==> src/rtl/grant_decoder_pkg.sv <==
// rtl/grant_decoder_pkg.sv - shared state encoding, widths and one-hot helper for the grant path
package grant_decoder_pkg;

  typedef enum logic [1:0] {
    IDLE  = 2'd0,
    GRANT = 2'd1,
    GAP   = 2'd2
  } state_t;

  localparam int CNT_W     = 8;
  localparam int MAX_OUT   = 16;
  localparam int MAX_IDX_W = 4;

  // Returns zero when idx is outside 0..n-1, so callers never see a stray bit.
  function automatic logic [MAX_OUT-1:0] onehot_decode(input logic [MAX_IDX_W-1:0] idx,
                                                       input int n);
    logic [MAX_OUT-1:0] vec;
    vec = '0;
    if (int'(idx) < n) vec[idx] = 1'b1;
    return vec;
  endfunction

endpackage

==> src/rtl/grant_decoder.sv <==
// rtl/grant_decoder.sv - index-to-one-hot grant with fixed hold window and guard gap
module grant_decoder
  import grant_decoder_pkg::*;
#(
  parameter int N_OUT       = 4,
  parameter int IDX_W       = $clog2(N_OUT),
  parameter int HOLD_CYCLES = 4,
  parameter int GAP_CYCLES  = 1
) (
  input  logic             clk,
  input  logic             rst_n,
  input  logic [IDX_W-1:0] in_idx,
  input  logic             in_valid,
  output logic             in_ready,
  input  logic             early_release,
  output logic [N_OUT-1:0] grant,
  output logic             busy,
  output logic             err
);

  if (N_OUT < 2 || N_OUT > MAX_OUT) begin : g_bad_n_out
    $error("grant_decoder: N_OUT out of range 2..16");
  end
  if (HOLD_CYCLES < 1 || HOLD_CYCLES > 255) begin : g_bad_hold
    $error("grant_decoder: HOLD_CYCLES out of range 1..255");
  end
  if (GAP_CYCLES < 0 || GAP_CYCLES > 255) begin : g_bad_gap
    $error("grant_decoder: GAP_CYCLES out of range 0..255");
  end

  localparam logic [CNT_W-1:0] HOLD_INIT = CNT_W'(HOLD_CYCLES - 1);
  localparam logic [CNT_W-1:0] GAP_INIT  = (GAP_CYCLES > 0) ? CNT_W'(GAP_CYCLES - 1) : '0;

  state_t             state;
  logic [CNT_W-1:0]   cnt;
  logic [MAX_OUT-1:0] dec;
  logic               idx_ok;

  assign dec    = onehot_decode(MAX_IDX_W'(in_idx), N_OUT);
  // One extra bit keeps N_OUT itself representable when it is a power of two.
  assign idx_ok = {1'b0, in_idx} < (IDX_W + 1)'(N_OUT);

  if (N_OUT < MAX_OUT) begin : g_dec_tail
    logic unused_dec_tail;
    assign unused_dec_tail = ^dec[MAX_OUT-1:N_OUT];
  end

  assign in_ready = (state == IDLE);
  assign busy     = (state != IDLE);

  // One shared down-counter: GRANT uses it for the hold window, GAP for the guard gap.
  always_ff @(posedge clk or negedge rst_n) begin
    if (!rst_n) begin
      state <= IDLE;
      cnt   <= '0;
      grant <= '0;
      err   <= 1'b0;
    end else begin
      err <= 1'b0;
      case (state)
        IDLE: begin
          if (in_valid) begin
            if (idx_ok) begin
              state <= GRANT;
              grant <= dec[N_OUT-1:0];
              cnt   <= HOLD_INIT;
            end else begin
              err <= 1'b1;
            end
          end
        end
        GRANT: begin
          if (cnt == '0 || early_release) begin
            grant <= '0;
            if (GAP_CYCLES > 0) begin
              state <= GAP;
              cnt   <= GAP_INIT;
            end else begin
              state <= IDLE;
              cnt   <= '0;
            end
          end else begin
            cnt <= cnt - 1'b1;
          end
        end
        GAP: begin
          if (cnt == '0) state <= IDLE;
          else           cnt   <= cnt - 1'b1;
        end
        default: begin
          state <= IDLE;
          cnt   <= '0;
          grant <= '0;
        end
      endcase
    end
  end

endmodule

==> config.mk <==
export PLATFORM = sky130hd
export DESIGN_NAME = grant_decoder
export DESIGN_NICKNAME = d
export VERILOG_FILES = /design/src/rtl/grant_decoder_pkg.sv /design/src/rtl/grant_decoder.sv
export SDC_FILE = /design/constraint.sdc
export NUM_CORES = 1
export LEC_CHECK = 0
export BUFFER_PORTS_ARGS = -buffer_cell sky130_fd_sc_hd__buf_2
export CAP_MARGIN = 20
export CORE_MARGIN = 4
export CORE_UTILIZATION = 30
export DETAILED_ROUTE_END_ITERATION = 6
export HOLD_SLACK_MARGIN = 0.05
export PLACE_DENSITY = 0.54
export RECOVER_POWER = 25
export SLEW_MARGIN = 5
export SYNTH_ARGS = -nofsm -noshare
export SYNTH_HDL_FRONTEND = slang
export SYNTH_SLANG_ARGS = --single-unit
export TNS_END_PERCENT = 50
==> constraint.sdc <==
create_clock -name clk -period 4.36 [get_ports clk]
set_clock_uncertainty 0.1 [all_clocks]
set_input_delay 1.09 -clock clk [delete_from_list [all_inputs] [get_ports clk]]
set_output_delay 1.09 -clock clk [all_outputs]
set_load 0.01 [all_outputs]
Yosys cells after proc, flatten, opt, wreduce, memory -nomap -nowiden
Index checks and enable logic that the tools add are counted.

cells by class
  $add $sub $neg = 1
  order comparisons = 2
  eq/ne operators = 6
  multiplexer cells = 13
  bitwise logic cells = 1
  reductions and logical operators = 8

operators with widths
  cell                 count
  $mux 8               3
  $pmux 8 s3           1
  $pmux 4 s3           1
  $logic_not 8->1      1
  $mux 4               2
  $ne 2x2->1 const B   4
  $sub 8x1->8 const B  1
  $mux 2               3
  $pmux 2 s3           1
  $reduce_and 3->1     2
  $lt 2x5->1 const B   1
  $demux 1 s2          1
  $eq 2x1->1 const B   1
  $eq 2x2->1 const B   1
  $ge 2x1->1 const B   1
  $logic_not 2->1      1
  $reduce_and 2->1     1
  $reduce_bool 2->1    1
  $logic_and 1x1->1    1
  $logic_or 1x1->1     1
  $mux 1               1
  $not 1->1            1

word-level totals
  register bits after elaboration = 14

Logic depth before layout (Yosys ltp)
  word-level depth = 6
  depth in mapped cells = 6

Worst setup path after synthesis
OpenSTA, ideal clock, no wires.

  kind = in2reg
  from = input port in_valid
  to = register grant[0]
  data arrival time = 1.969 ns
  data required time = 4.132 ns
  path slack = 2.163 ns
  stages on the path = 4
  path buffers = 0
  path through = nor2b_1 nor2_1 nor2_2 mux2_1

on the way
  cells in the longest elaborated chain, start to end = 2

RTL lines
  element                            RTL line             source
  start, declared                    grant_decoder.sv:13  input logic in_valid,
  $ne 2x2->1 (no source line)        -
  $reduce_and 3->1 (no source line)  -
  end signal, assigned               grant_decoder.sv:65  grant <= dec[N_OUT-1:0];
  end, declared                      grant_decoder.sv:16  output logic [N_OUT-1:0] grant,

Every way passes these cells.
A chain may end at the register's enable or synchronous reset.

Worst setup path in the final report
  from = register state[0]
  to = output port busy

on the way
  cells in the longest elaborated chain, start to end = 1

RTL lines
  element                 RTL line             source
  start, declared         grant_decoder.sv:34  state_t state;
  start signal, assigned  grant_decoder.sv:54  state <= IDLE;
  start signal, assigned  grant_decoder.sv:64  state <= GRANT;
  start signal, assigned  grant_decoder.sv:76  state <= GAP;
  $reduce_bool 2->1       grant_decoder.sv:49  assign busy = (state != IDLE);
  end, declared           grant_decoder.sv:17  output logic busy,

Every way passes these cells.

==> flow_summary.toml <==
[logic_synthesis]
ys_ff_latch = 14
async_flop_share_pct = 100.0
ys_warn_count = 0
netlist_area_um2 = 838.3
avgSynthCellArea_um2 = 9.636
yosys_most_used_dff = "dfrtp_1"
synth-seq-area-share_pct = 41.79
syn_inst = 87
synth-edff-count = 0
yosysUniqueCellTypes = 37
synth_nets = 95

[clock_tree]
ctsHtreeMaxLevel = 1
cts_buffer_depth = 2
clockRootBuffer = "clkbuf_4"
numCtsBuffers = 3
post_cts_buffers = 0
cts.reportedPaths.clkPinSlew_ps = 90
hold_buffers = 0
clk_latency_ps = 280
tritoncts = "built"
cts-resized-gates = 0
cts_num_sinks = 14

[global_routing]
grt_pass1_vias = 707
grt_first_pass_wirelength_um = 3146
grt.overflow.total = 0
grt_max_degree = 15
antenna_found_initial = 0
track_usage_pct = 11.37

[timing]
period_needed_ps = 2451
final.setup.tns_ps = 0
relSlewSlack_pct = 46.96
setup_viol = 0
final_hold_viol_count = 0
worstMarginPinSlew_ps = 795.5
fmax_mhz = 408.0
min_period_over_period_pct = 56.21
rsz0062_at_grt = "no"
slew_violations = 0

[placement]
gp_congestion = 0.7865
io_buffers = 11
hpwl_um = 1275

[power]
p_leak_uw = 0.0004311
power_density_nw_per_um2 = 754.7
irDropWorstVdd_v = 0.0003518

[status]
outcome = "complete, no violations"

[setup_path]
arrival_ps = 1260
crit_fanout = 12
cp-end-kind = "output port"
reg2reg_setup_slack_ps = 2050
cp-start-kind = "flop"
worstSetupStartpoint = "state[0]$_DFFE_PN0P_"
critPathKind = "flop to output port"
required_ps = 3170
worstReg2RegStart = "cnt[0]$_DFFE_PN0P_"
reg2reg_to = "grant[0]$_DFFE_PN0P_"
r2r_cells = 6

[floorplanning]
dieArea_um2 = 3704
placement_rows = 18
ios = 13
start_util_pct = 32.65
die_h_um = 60.86
die_w_um = 60.86
core_um2 = 2567

[routing]
routed_wl_um = 1707
firstDrtPassIters = 3
drtIter0Drc = 15
drt.antenna.violating_nets = 0
avgRoutedWirePerCell_um = 13.23
via_per_inst = 5.357
num_vias = 691
drc = 0

[cells_and_area]
utilization_pct = 36.94
diodes = 0
most-common-layout-cells = "14 x dfrtp_1, 10 x buf_2, 8 x nor2_1, 7 x a21oi_1, 6 x o21ai_0"
drive_gt1_share_pct = 21.21
final_common_cell = "dfrtp_1"
syn2layout_area_growth_pct = 13.13
final_nets = 108

[job]
max_cap_viol_count = 0

[min_path]
whs_path_depth = 1
min_from = "grant[2]$_DFFE_PN0P_"
hold_path_end = "grant[2]$_DFFE_PN0P_"
min-delay-path-class = "flop to flop"
through the flow:
step / power [µW] / hold slack (ps) / worst slack [ps] / std cells / area [µm²]
2_1_floorplan: 536.6 / 424.5 / 2163 / 87 / 838.3
3_3_place_gp: 621.6 / 370.3 / 1899 / 125 / 913.4
3_5_place_dp: 628.6 / 373.0 / 1850 / 125 / 913.4
4_1_cts: 727.0 / 396.0 / 1884 / 129 / 949.7
5_1_grt: 799.2 / 419.6 / 1753 / 129 / 948.4
6_report: 715.8 / 389.7 / 1909 / 129 / 948.4
synthesized netlist by cell type (2+ instances only):
| master | count | area share, % |
|---|---|---|
| inv_1 | 5 | 2.2 |
| o21ai_0 | 6 | 3.6 |
| o41ai_1 | 3 | 3.1 |
| or3_1 | 2 | 1.5 |
| or4_1 | 2 | 1.8 |
| mux2_1 | 2 | 2.7 |
| nor3_1 | 3 | 1.8 |
| nor2_1 | 8 | 3.6 |
| nand2_1 | 2 | 0.90 |
| buf_2 | 2 | 1.2 |
| a21oi_1 | 7 | 4.2 |
| mux2i_1 | 3 | 3.6 |
| dfrtp_1 | 14 | 42 |
| nand2b_1 | 2 | 1.5 |
| o31ai_1 | 2 | 1.8 |
| o21bai_1 | 2 | 1.8 |
| ha_1 | 2 | 3.0 |
critical path, cell delays in order (launching register included):
cell     delay (ps)
dfrtp_1         520
nor2_1          220
inv_1           100
buf_2           150
report_power, final:
group,internal (µW),total [µW],switching (µW)
clock,50.8,94.7,43.9
combinational,162,370,207
sequential,185,251,66.2
per-layer routing:
| metal | up-vias | track usage [%] | routed length, µm |
|---|---|---|---|
| li1 | 349 | - | - |
| met1 | 330 | 14.71 | 831 |
| met2 | 10 | 18.02 | 808 |
| met3 | 2 | 2.340 | 51 |
| met4 | 0 | 5.573 | 16 |
| met5 | - | 0 | 0 |
sequential cells by signal (all words and copies together) (netlist names):
signal	count
cnt	8
grant	4
state	2
cell type report:
| type | count | area (µm²) |
|---|---|---|
| flip-flops and latches | 14 | 350.3 |
| multi-input cells | 65 | 451.7 |
| well taps | 30 | 37.54 |
| inverters | 5 | 18.77 |
| repair buffers | 11 | 53.80 |
| fillers | 294 | 1619 |
| clock buffers | 4 | 36.28 |
cell families (layout without fill, tap and decap cells):
kind of cell | after synthesis | count (layout) | synth area share, %
mux | 5 | 5 | 6.269
buf+inv | 8 | 20 | 4.329
flops | 14 | 14 | 41.79
fa+ha+maj | 2 | 2 | 2.985
xor+xnor | 1 | 1 | 1.045
other cells | 1 | 1 | 0.4473
simple gates | 28 | 28 | 20.30
compound gates | 28 | 28 | 22.84
worst max-delay path by stage:
stage                                      end  slack (ps)
after floorplan           grant[0]$_DFFE_PN0P_        2160
after global placement    grant[2]$_DFFE_PN0P_        1900
after detailed placement  grant[0]$_DFFE_PN0P_        1850
after CTS                                 busy        1880
after global routing                      busy        1750
final                                     busy        1910
Note: power is estimated with default switching activity, not from simulation.
